**config.mk**
```make
export PLATFORM = sky130hd
export DESIGN_NAME = data_mem_responder_flat
export DESIGN_NICKNAME = d
export VERILOG_FILES = /design/src/rtl/risc_v_mem_pkg.sv /design/src/rtl/data_mem_if.sv /design/src/rtl/data_mem_responder_load_store_align.sv /design/src/rtl/data_mem_responder.sv /design/src/flat_wrapper.sv
export SDC_FILE = /design/constraint.sdc
export NUM_CORES = 2
export LEC_CHECK = 0
export ABC_CLOCK_PERIOD_IN_PS = 18900
export BUFFER_PORTS_ARGS = -buffer_cell sky130_fd_sc_hd__buf_2
export CAP_MARGIN = 20
export CORE_MARGIN = 2
export CORE_UTILIZATION = 35
export CTS_CLUSTER_DIAMETER = 100
export CTS_CLUSTER_SIZE = 14
export DETAILED_ROUTE_END_ITERATION = 6
export PLACE_DENSITY_LB_ADDON = 0.15
export RECOVER_POWER = 50
export SETUP_SLACK_MARGIN = 0.2
export SYNTH_ARGS = -nofsm -noshare
export SYNTH_HDL_FRONTEND = slang
export SYNTH_SLANG_ARGS = --single-unit
```
**constraint.sdc**
```tcl
create_clock -name clk_i -period 18.9 [get_ports clk_i]
set_clock_uncertainty 0.1 [all_clocks]
set_input_delay 3.78 -clock clk_i [delete_from_list [all_inputs] [get_ports clk_i]]
set_output_delay 3.78 -clock clk_i [all_outputs]
set_load 0.03 [all_outputs]
```
**src/rtl/risc_v_mem_pkg.sv**
```systemverilog
// Shared definitions for the data-memory responder.
//   - funct3 size/sign encodings (RV32I loads/stores)
//   - responder FSM state enum
//   - legality and alignment helper functions
package risc_v_mem_pkg;

    localparam logic [2:0] F3_B  = 3'b000;
    localparam logic [2:0] F3_H  = 3'b001;
    localparam logic [2:0] F3_W  = 3'b010;
    localparam logic [2:0] F3_BU = 3'b100;
    localparam logic [2:0] F3_HU = 3'b101;

    typedef enum logic [1:0] {
        S_IDLE = 2'd0,
        S_WAIT = 2'd1,
        S_RESP = 2'd2
    } state_e;

    // Halfwords need addr[0]==0, words need addr[1:0]==0; bytes are always aligned.
    function automatic logic is_misaligned(input logic [2:0] f3, input logic [1:0] lo);
        case (f3[1:0])
            2'b01:   return lo[0];
            2'b10:   return lo != 2'b00;
            default: return 1'b0;
        endcase
    endfunction

    // Reserved encodings, plus the unsigned variants, which only make sense for loads.
    function automatic logic is_illegal_f3(input logic [2:0] f3, input logic we);
        return (f3 == 3'b011) || (f3 == 3'b110) || (f3 == 3'b111) || (we && f3[2]);
    endfunction

endpackage

```
**src/rtl/data_mem_if.sv**
```systemverilog
// Request/response bus between a data-memory initiator (master) and responder (slave).
//   req_*  : valid/ready request channel (we, byte addr, wdata, funct3)
//   resp_* : valid/ready response channel (rdata, err)
interface data_mem_if #(
    parameter int DATA_WIDTH   = 32,
    parameter int FUNCT3_WIDTH = 3
);
    logic                    req_valid;
    logic                    req_ready;
    logic                    req_we;
    logic [DATA_WIDTH-1:0]   req_addr;
    logic [DATA_WIDTH-1:0]   req_wdata;
    logic [FUNCT3_WIDTH-1:0] req_funct3;
    logic                    resp_valid;
    logic                    resp_ready;
    logic [DATA_WIDTH-1:0]   resp_rdata;
    logic                    resp_err;

    modport master (
        output req_valid, req_we, req_addr, req_wdata, req_funct3, resp_ready,
        input  req_ready, resp_valid, resp_rdata, resp_err
    );

    modport slave (
        input  req_valid, req_we, req_addr, req_wdata, req_funct3, resp_ready,
        output req_ready, resp_valid, resp_rdata, resp_err
    );
endinterface

```
**src/rtl/data_mem_responder_load_store_align.sv**
```systemverilog
// load_store_align: combinational byte-lane steering for a little-endian 32-bit RAM.
//   we_i, funct3_i, lane_i : access type, size/sign, addr[1:0]
//   wdata_i  -> be_o, wdata_o : per-lane write enables and replicated store data
//   rword_i  -> rdata_o       : aligned RAM word -> extended load data
//   err_o                     : illegal funct3 or misaligned access
module load_store_align
    import risc_v_mem_pkg::*;
(
    input  logic        we_i,
    input  logic [2:0]  funct3_i,
    input  logic [1:0]  lane_i,
    input  logic [31:0] wdata_i,
    input  logic [31:0] rword_i,
    output logic [3:0]  be_o,
    output logic [31:0] wdata_o,
    output logic [31:0] rdata_o,
    output logic        err_o
);
    logic [31:0] rshift;

    assign err_o  = is_illegal_f3(funct3_i, we_i) || is_misaligned(funct3_i, lane_i);
    assign rshift = rword_i >> {lane_i, 3'b000};

    // Store data is replicated across lanes so the enables alone pick the target bytes.
    always_comb begin
        be_o    = 4'b0000;
        wdata_o = '0;
        case (funct3_i[1:0])
            2'b00: begin
                be_o    = 4'b0001 << lane_i;
                wdata_o = {4{wdata_i[7:0]}};
            end
            2'b01: begin
                be_o    = 4'b0011 << lane_i;
                wdata_o = {2{wdata_i[15:0]}};
            end
            default: begin
                be_o    = 4'b1111;
                wdata_o = wdata_i;
            end
        endcase
        if (!we_i || err_o) begin
            be_o = 4'b0000;
        end
    end

    always_comb begin
        rdata_o = '0;
        case (funct3_i)
            F3_B:    rdata_o = {{24{rshift[7]}}, rshift[7:0]};
            F3_H:    rdata_o = {{16{rshift[15]}}, rshift[15:0]};
            F3_W:    rdata_o = rword_i;
            F3_BU:   rdata_o = {24'b0, rshift[7:0]};
            F3_HU:   rdata_o = {16'b0, rshift[15:0]};
            default: rdata_o = '0;
        endcase
        if (we_i || err_o) begin
            rdata_o = '0;
        end
    end
endmodule

```
**src/rtl/data_mem_responder.sv**
```systemverilog
// data_mem_responder: wait-state data-memory responder with a byte-wide RAM.
//   clk_i : clock, rising edge
//   rst_i : synchronous active-high reset (RAM contents are not cleared)
//   bus   : data_mem_if slave (request in, response out)
// Transaction: IDLE --accept--> WAIT (WAIT_STATES cycles) --> RESP --resp_ready--> IDLE.
// Stores commit and load data is sampled on the edge that enters RESP.
module data_mem_responder
    import risc_v_mem_pkg::*;
#(
    parameter int DATA_WIDTH   = 32,
    parameter int ADDR_WIDTH   = 9,
    parameter int FUNCT3_WIDTH = 3,
    parameter int WAIT_STATES  = 2
) (
    input  logic  clk_i,
    input  logic  rst_i,
    data_mem_if.slave bus
);
    localparam int DEPTH   = 2 ** ADDR_WIDTH;
    localparam int CNT_W   = (WAIT_STATES > 1) ? $clog2(WAIT_STATES) : 1;
    localparam int WS_LOAD = (WAIT_STATES > 0) ? WAIT_STATES - 1 : 0;

    state_e                  state_q, state_d;
    logic [CNT_W-1:0]        cnt_q, cnt_d;
    logic                    we_q;
    logic [ADDR_WIDTH-1:0]   addr_q;
    logic [DATA_WIDTH-1:0]   wdata_q;
    logic [FUNCT3_WIDTH-1:0] f3_q;
    logic [DATA_WIDTH-1:0]   rdata_q, rdata_d;
    logic                    err_q, err_d;
    logic [7:0]              mem_q [DEPTH];

    logic                    accept;
    logic                    commit;
    logic                    we_s;
    logic [ADDR_WIDTH-1:0]   addr_s;
    logic [DATA_WIDTH-1:0]   wdata_s;
    logic [FUNCT3_WIDTH-1:0] f3_s;
    logic [31:0]             rword;
    logic [3:0]              be;
    logic [31:0]             wdata_al;
    logic [31:0]             ld_data;
    logic                    ld_err;
    logic                    unused_addr_hi;

    assign unused_addr_hi = ^bus.req_addr[DATA_WIDTH-1:ADDR_WIDTH];

    assign accept = (state_q == S_IDLE) && bus.req_valid;

    // With WAIT_STATES==0 the commit edge is the accept edge, so the live request
    // must feed the datapath while IDLE; otherwise the captured copy does.
    assign we_s    = (state_q == S_IDLE) ? bus.req_we                      : we_q;
    assign addr_s  = (state_q == S_IDLE) ? bus.req_addr[ADDR_WIDTH-1:0]    : addr_q;
    assign wdata_s = (state_q == S_IDLE) ? bus.req_wdata                   : wdata_q;
    assign f3_s    = (state_q == S_IDLE) ? bus.req_funct3                  : f3_q;

    assign rword = {mem_q[{addr_s[ADDR_WIDTH-1:2], 2'd3}],
                    mem_q[{addr_s[ADDR_WIDTH-1:2], 2'd2}],
                    mem_q[{addr_s[ADDR_WIDTH-1:2], 2'd1}],
                    mem_q[{addr_s[ADDR_WIDTH-1:2], 2'd0}]};

    load_store_align u_align (
        .we_i     (we_s),
        .funct3_i (f3_s),
        .lane_i   (addr_s[1:0]),
        .wdata_i  (wdata_s),
        .rword_i  (rword),
        .be_o     (be),
        .wdata_o  (wdata_al),
        .rdata_o  (ld_data),
        .err_o    (ld_err)
    );

    always_comb begin
        state_d = state_q;
        cnt_d   = cnt_q;
        commit  = 1'b0;
        rdata_d = rdata_q;
        err_d   = err_q;
        case (state_q)
            S_IDLE: begin
                if (accept) begin
                    if (WAIT_STATES == 0) begin
                        state_d = S_RESP;
                        commit  = 1'b1;
                    end else begin
                        state_d = S_WAIT;
                        cnt_d   = CNT_W'(WS_LOAD);
                    end
                end
            end
            S_WAIT: begin
                if (cnt_q == '0) begin
                    state_d = S_RESP;
                    commit  = 1'b1;
                end else begin
                    cnt_d = cnt_q - CNT_W'(1);
                end
            end
            S_RESP: begin
                if (bus.resp_ready) begin
                    state_d = S_IDLE;
                end
            end
            default: state_d = S_IDLE;
        endcase
        if (commit) begin
            rdata_d = ld_data;
            err_d   = ld_err;
        end
    end

    always_ff @(posedge clk_i) begin
        if (rst_i) begin
            state_q <= S_IDLE;
            cnt_q   <= '0;
            rdata_q <= '0;
            err_q   <= 1'b0;
            we_q    <= 1'b0;
            addr_q  <= '0;
            wdata_q <= '0;
            f3_q    <= '0;
        end else begin
            state_q <= state_d;
            cnt_q   <= cnt_d;
            rdata_q <= rdata_d;
            err_q   <= err_d;
            if (accept) begin
                we_q    <= bus.req_we;
                addr_q  <= bus.req_addr[ADDR_WIDTH-1:0];
                wdata_q <= bus.req_wdata;
                f3_q    <= bus.req_funct3;
            end
        end
    end

    // RAM has no reset; a reset on the commit edge drops the store.
    always_ff @(posedge clk_i) begin
        if (!rst_i && commit) begin
            for (int i = 0; i < 4; i++) begin
                if (be[i]) begin
                    mem_q[{addr_s[ADDR_WIDTH-1:2], 2'(i)}] <= wdata_al[8*i +: 8];
                end
            end
        end
    end

    assign bus.req_ready  = (state_q == S_IDLE);
    assign bus.resp_valid = (state_q == S_RESP);
    assign bus.resp_rdata = rdata_q;
    assign bus.resp_err   = err_q;
endmodule

```
**src/flat_wrapper.sv**
```systemverilog
// flat-port wrapper written by rule: the top's interface ports become plain ports
module data_mem_responder_flat import risc_v_mem_pkg::*;
#(
    parameter int DATA_WIDTH   = 32,
    parameter int ADDR_WIDTH   = 9,
    parameter int FUNCT3_WIDTH = 3,
    parameter int WAIT_STATES  = 2
)
  (clk_i, rst_i, bus_req_valid, bus_req_we, bus_req_addr, bus_req_wdata, bus_req_funct3, bus_resp_ready, bus_req_ready, bus_resp_valid, bus_resp_rdata, bus_resp_err);
  data_mem_if #(.DATA_WIDTH(DATA_WIDTH), .FUNCT3_WIDTH(FUNCT3_WIDTH)) bus_i ();
  input  logic clk_i;
  input  logic rst_i;
  input wire logic [$bits(bus_i.req_valid)-1:0] bus_req_valid;
  input wire logic [$bits(bus_i.req_we)-1:0] bus_req_we;
  input wire logic [$bits(bus_i.req_addr)-1:0] bus_req_addr;
  input wire logic [$bits(bus_i.req_wdata)-1:0] bus_req_wdata;
  input wire logic [$bits(bus_i.req_funct3)-1:0] bus_req_funct3;
  input wire logic [$bits(bus_i.resp_ready)-1:0] bus_resp_ready;
  output wire logic [$bits(bus_i.req_ready)-1:0] bus_req_ready;
  output wire logic [$bits(bus_i.resp_valid)-1:0] bus_resp_valid;
  output wire logic [$bits(bus_i.resp_rdata)-1:0] bus_resp_rdata;
  output wire logic [$bits(bus_i.resp_err)-1:0] bus_resp_err;
  assign bus_i.req_valid = bus_req_valid;
  assign bus_i.req_we = bus_req_we;
  assign bus_i.req_addr = bus_req_addr;
  assign bus_i.req_wdata = bus_req_wdata;
  assign bus_i.req_funct3 = bus_req_funct3;
  assign bus_i.resp_ready = bus_resp_ready;
  assign bus_req_ready = bus_i.req_ready;
  assign bus_resp_valid = bus_i.resp_valid;
  assign bus_resp_rdata = bus_i.resp_rdata;
  assign bus_resp_err = bus_i.resp_err;
  data_mem_responder #(.DATA_WIDTH(DATA_WIDTH), .ADDR_WIDTH(ADDR_WIDTH), .FUNCT3_WIDTH(FUNCT3_WIDTH), .WAIT_STATES(WAIT_STATES)) u_core (.clk_i(clk_i), .rst_i(rst_i), .bus(bus_i));
endmodule
```
==> out/qor.txt <==
Outcome = complete, but fails checks
Violations in the final reports = design-rule violations, max-capacitance violations, max-slew violations
Dominant register cell in the synthesized netlist = sky130_fd_sc_hd__edfxtp_1
CP arrival = 14.05 ns
Core Rows = 247
First drt pass iteration count = 7
Reg2Reg Setup Slack = 5.35 ns
Worst reg2reg startpoint = u_core.state_q[1]
Clock network power share = 33.0%
Final WL = 642000 um
Number of unique standard cell types used by synthesis = 89
Dpl hpwl = 382000 um
Actual transition at the worst max-transition pin = 4.84 ns
Setup repair after global routing missed its margin = no
Max Freq = 0.0723 GHz
Startpoint types = primary input
Relative slew slack = -223%
Synthesized netlist cell count = 10400
Drt wl/cell = 38.7 um
Share of flip-flops with an asynchronous set or reset after synthesis = 0%
Net switching share of the total power = 27.4%
Launch point of the worst hold path = u_core.wdata_q[14]
TritonCTS clock tree = built
Total GRT Usage = 27.0%
Die Height = 678 um
Routability Congestion = 0.868
Avg Synthesized Cell Area = 15.4 um2
Total overflow reported by the global router = 0
Io pins = 107
Worst VDD drop = 0.0749 mV
Effective utilization at floorplan = 35.2%
Area of the mapped netlist = 159000 um2
# fillers = 41600
Top cells by area in the synthesized netlist = sky130_fd_sc_hd__edfxtp_1 (77%), sky130_fd_sc_hd__o22ai_1 (3.9%), sky130_fd_sc_hd__nand2_1 (3.2%), sky130_fd_sc_hd__nor2_1 (1.3%), sky130_fd_sc_hd__o221ai_1 (1.3%)
Number of maximum-capacitance violations = 65
Clock-pin slew reported for the worst setup and hold paths after clock tree synthesis = 0.07 ns
Area added between synthesis and finish = 11.7%
Final-stage net count = 10600
Number of I/O port buffers = 83
Portion of synthesized cell area occupied by the leading cell type = 77.3%
Number of hold buffers added after CTS = 0
Critical Path Sink Type = flip-flop
Post-Syn Nets = 10400
CP Class = primary input to flip-flop
Min Tclk post-route = 13.83 ns
Setup TNS = 0 ns
Maximum number of pins on one net before global-route repair = 129
Power share of the combinational group = 13.4%
Die Footprint = 460000 um2
Largest area contributor in the synthesized netlist = sky130_fd_sc_hd__edfxtp_1
Root buffer cell = sky130_fd_sc_hd__clkbuf_16
Final setup viols = 0
Antenna violations before repair = 68
Via count of the first global-routing pass = 97700
Later-pin clock latency in the skew report = 0.99 ns
Class of the worst hold path = flip-flop to flip-flop
CTS Sinks = 4177
Sequential share of the synthesized area = 78.3%
Power per standard cell area = 112 nW/um2
First-iteration detailed-routing DRC count = 15400
Yosys reg bits = 4177
Post-synth EDFFs = 4096
Total power consumption of the routed design = 0.0198 W
Switching Power = 0.00542 W
Width of the chip = 678 um
Area occupied by multi-input gates = 31800 um2
Post-cts repair resize count = 0
Vias post-DR = 103000
Remaining design rule violation count = 163
Tcrit/Tclk final = 73.2%
Number of cells traversed by the worst hold path = 2
Highest fanout seen on the critical path = 67
Endpoint of the worst hold-timing path = u_core.wdata_q[14]
Number of antenna-violating nets in the routed design = 0
FF/Latch Area = 125000 um2
CTS Buffer Depth = 4
Number of max-slew violations in the final report = 4118
H-tree lvl count = 5
Number of buffers created by CTS = 338
Endpoint required time on the critical path = 19.12 ns
Core region area = 453000 um2
Proportion of layout cells with a drive suffix above 1 = 9.67%
Final hold vios = 0
Vias per cell = 6.23
Cell-internal power = 0.0144 W
Number of buffers inserted to repair setup after CTS = 0
Leakage = 54.3 nW
End of the worst register-to-register path = u_core.mem_q[45][18]
Sequential share of power = 53.5%
Worst reg-to-reg path cell count = 9
Syn. warnings = 0
Global-route wire length before repair = 858000 um
routing by layer:
metal / track usage [%] / routed length (um)
met3: 6.24 / 64200
met2: 41.7 / 290000
met5: 0.208 / 202
met4: 11.7 / 32000
met1: 36.3 / 256000
worst max-delay path by stage:
stage                           from                         to  slack, ns  depth (start not counted)
CTS                  bus_req_addr[3]   u_core.bus.resp_rdata[4]       9.00                         16
detailed placement   bus_req_addr[3]   u_core.bus.resp_rdata[4]       7.97                         16
floorplan           bus_req_wdata[1]        u_core.mem_q[0][25]       6.78                          5
global placement     bus_req_addr[3]  u_core.bus.resp_rdata[19]       7.98                         17
finish              bus_req_wdata[2]       u_core.mem_q[45][18]       5.07                          8
global route        bus_req_wdata[2]       u_core.mem_q[21][18]       4.49                          8
sequential cells by signal, summed over array words and instances (netlist names):
| signal | count |
|---|---|
| u_core.addr_q | 9 |
| u_core.bus.resp_err | 1 |
| u_core.bus.resp_rdata | 32 |
| u_core.cnt_q | 1 |
| u_core.f3_q | 3 |
| u_core.mem_q | 4096 |
| u_core.state_q | 2 |
| u_core.wdata_q | 32 |
| u_core.we_q | 1 |
metrics by stage:
step	utilization, %	worst slack (ns)	cells	hold slack, ns	cell area (um2)
after global routing	39.2	4.49	16600	0.381	178000
after detailed placement	37.3	7.97	16100	0.347	169000
after floorplan	-	6.78	10400	0.331	159000
after CTS	39.3	9.00	16500	0.357	178000
final	39.3	5.07	16600	0.355	178000
after global placement	37.2	7.98	16100	0.338	168000
cell families after synthesis:
family	count (synthesis)	synth area share, %
DFF	4177	78.3
and+or+nand+nor	2690	7.20
AOI/OAI and AO/OA	2522	11.0
buffers and inverters	795	2.27
muxes	183	1.17
adders and majority gates	4	0.0314
critical path, stage by stage:
cell and delay, ns:
sky130_fd_sc_hd__clkbuf_1 0.09, sky130_fd_sc_hd__nand2_1 0.06, sky130_fd_sc_hd__nand2_1 2.12, sky130_fd_sc_hd__clkbuf_1 2.23
sky130_fd_sc_hd__a21oi_1 0.39, sky130_fd_sc_hd__a31oi_4 0.28, sky130_fd_sc_hd__clkbuf_1 2.61, sky130_fd_sc_hd__clkbuf_1 2.36
synthesized netlist by cell type (9+ instances only):
cell type / number
sky130_fd_sc_hd__edfxtp_1: 4096
sky130_fd_sc_hd__nand2_1: 1377
sky130_fd_sc_hd__o22ai_1: 999
sky130_fd_sc_hd__nor2_1: 536
sky130_fd_sc_hd__buf_2: 325
sky130_fd_sc_hd__clkbuf_1: 303
sky130_fd_sc_hd__nand3_1: 292
sky130_fd_sc_hd__nor3_1: 256
sky130_fd_sc_hd__o221ai_1: 229
sky130_fd_sc_hd__a21oi_1: 198
sky130_fd_sc_hd__o21ai_0: 191
sky130_fd_sc_hd__mux2i_1: 174
sky130_fd_sc_hd__a31oi_1: 170
sky130_fd_sc_hd__a221oi_1: 146
sky130_fd_sc_hd__a32oi_1: 112
sky130_fd_sc_hd__buf_1: 100
sky130_fd_sc_hd__nor4_1: 88
sky130_fd_sc_hd__dfxtp_1: 81
sky130_fd_sc_hd__a22oi_1: 68
sky130_fd_sc_hd__o31ai_1: 59
sky130_fd_sc_hd__and3_1: 58
sky130_fd_sc_hd__a32o_1: 54
sky130_fd_sc_hd__buf_4: 47
sky130_fd_sc_hd__o41ai_1: 42
sky130_fd_sc_hd__o22a_1: 33
sky130_fd_sc_hd__o211ai_1: 29
sky130_fd_sc_hd__a211oi_1: 26
sky130_fd_sc_hd__o21a_1: 26
sky130_fd_sc_hd__a222oi_1: 15
sky130_fd_sc_hd__nand4_1: 14
sky130_fd_sc_hd__nand2b_1: 13
sky130_fd_sc_hd__o21ai_1: 13
sky130_fd_sc_hd__inv_1: 12
sky130_fd_sc_hd__a41o_1: 11
sky130_fd_sc_hd__and2_1: 9
sky130_fd_sc_hd__o2111ai_1: 9
sky130_fd_sc_hd__o31a_1: 9
power by group through the flow:
stage | Combinational, W | Clock, W | Sequential (W)
CTS | 0.00262 | 0.00661 | 0.0105
floorplan | 0.00120 | 0 | 0.0108
global placement | 0.00258 | 0 | 0.0107
global route | 0.00271 | 0.00690 | 0.0106
finish | 0.00266 | 0.00655 | 0.0106
detailed placement | 0.00262 | 0 | 0.0107
area by class of cell:
cell class	count	share of cell area, %
tap	5976	4.21
inverter	13	0.0281
sequential	4177	70.1
antenna	50	0.0704
clock inverter	20	0.134
timing repair buffer	604	2.63
clock buffer	371	4.97
multi-input combinational	5399	17.9
cell usage in the layout, fill, tap and decap left out, types with 30 or more instances in the layout:
cell type / n
sky130_fd_sc_hd__o22a_1: 33
sky130_fd_sc_hd__nor3_1: 237
sky130_fd_sc_hd__clkbuf_16: 350
sky130_fd_sc_hd__a32oi_1: 112
sky130_fd_sc_hd__a31oi_1: 159
sky130_fd_sc_hd__o221ai_1: 228
sky130_fd_sc_hd__a21oi_1: 197
sky130_fd_sc_hd__buf_2: 45
sky130_fd_sc_hd__o22ai_1: 999
sky130_fd_sc_hd__a22oi_1: 68
sky130_fd_sc_hd__dfxtp_1: 81
sky130_fd_sc_hd__mux2i_1: 172
sky130_fd_sc_hd__nand3_1: 292
sky130_fd_sc_hd__and3_1: 58
sky130_fd_sc_hd__edfxtp_1: 4096
sky130_fd_sc_hd__diode_2: 50
sky130_fd_sc_hd__buf_4: 413
sky130_fd_sc_hd__o21ai_0: 188
sky130_fd_sc_hd__buf_12: 30
sky130_fd_sc_hd__o41ai_1: 41
sky130_fd_sc_hd__nor2_1: 527
sky130_fd_sc_hd__nand2_1: 1363
sky130_fd_sc_hd__a32o_1: 54
sky130_fd_sc_hd__a221oi_1: 146
sky130_fd_sc_hd__clkbuf_1: 118
sky130_fd_sc_hd__o31ai_1: 54
sky130_fd_sc_hd__nor4_1: 86
No activity file was read; power rests on OpenSTA's default activity.
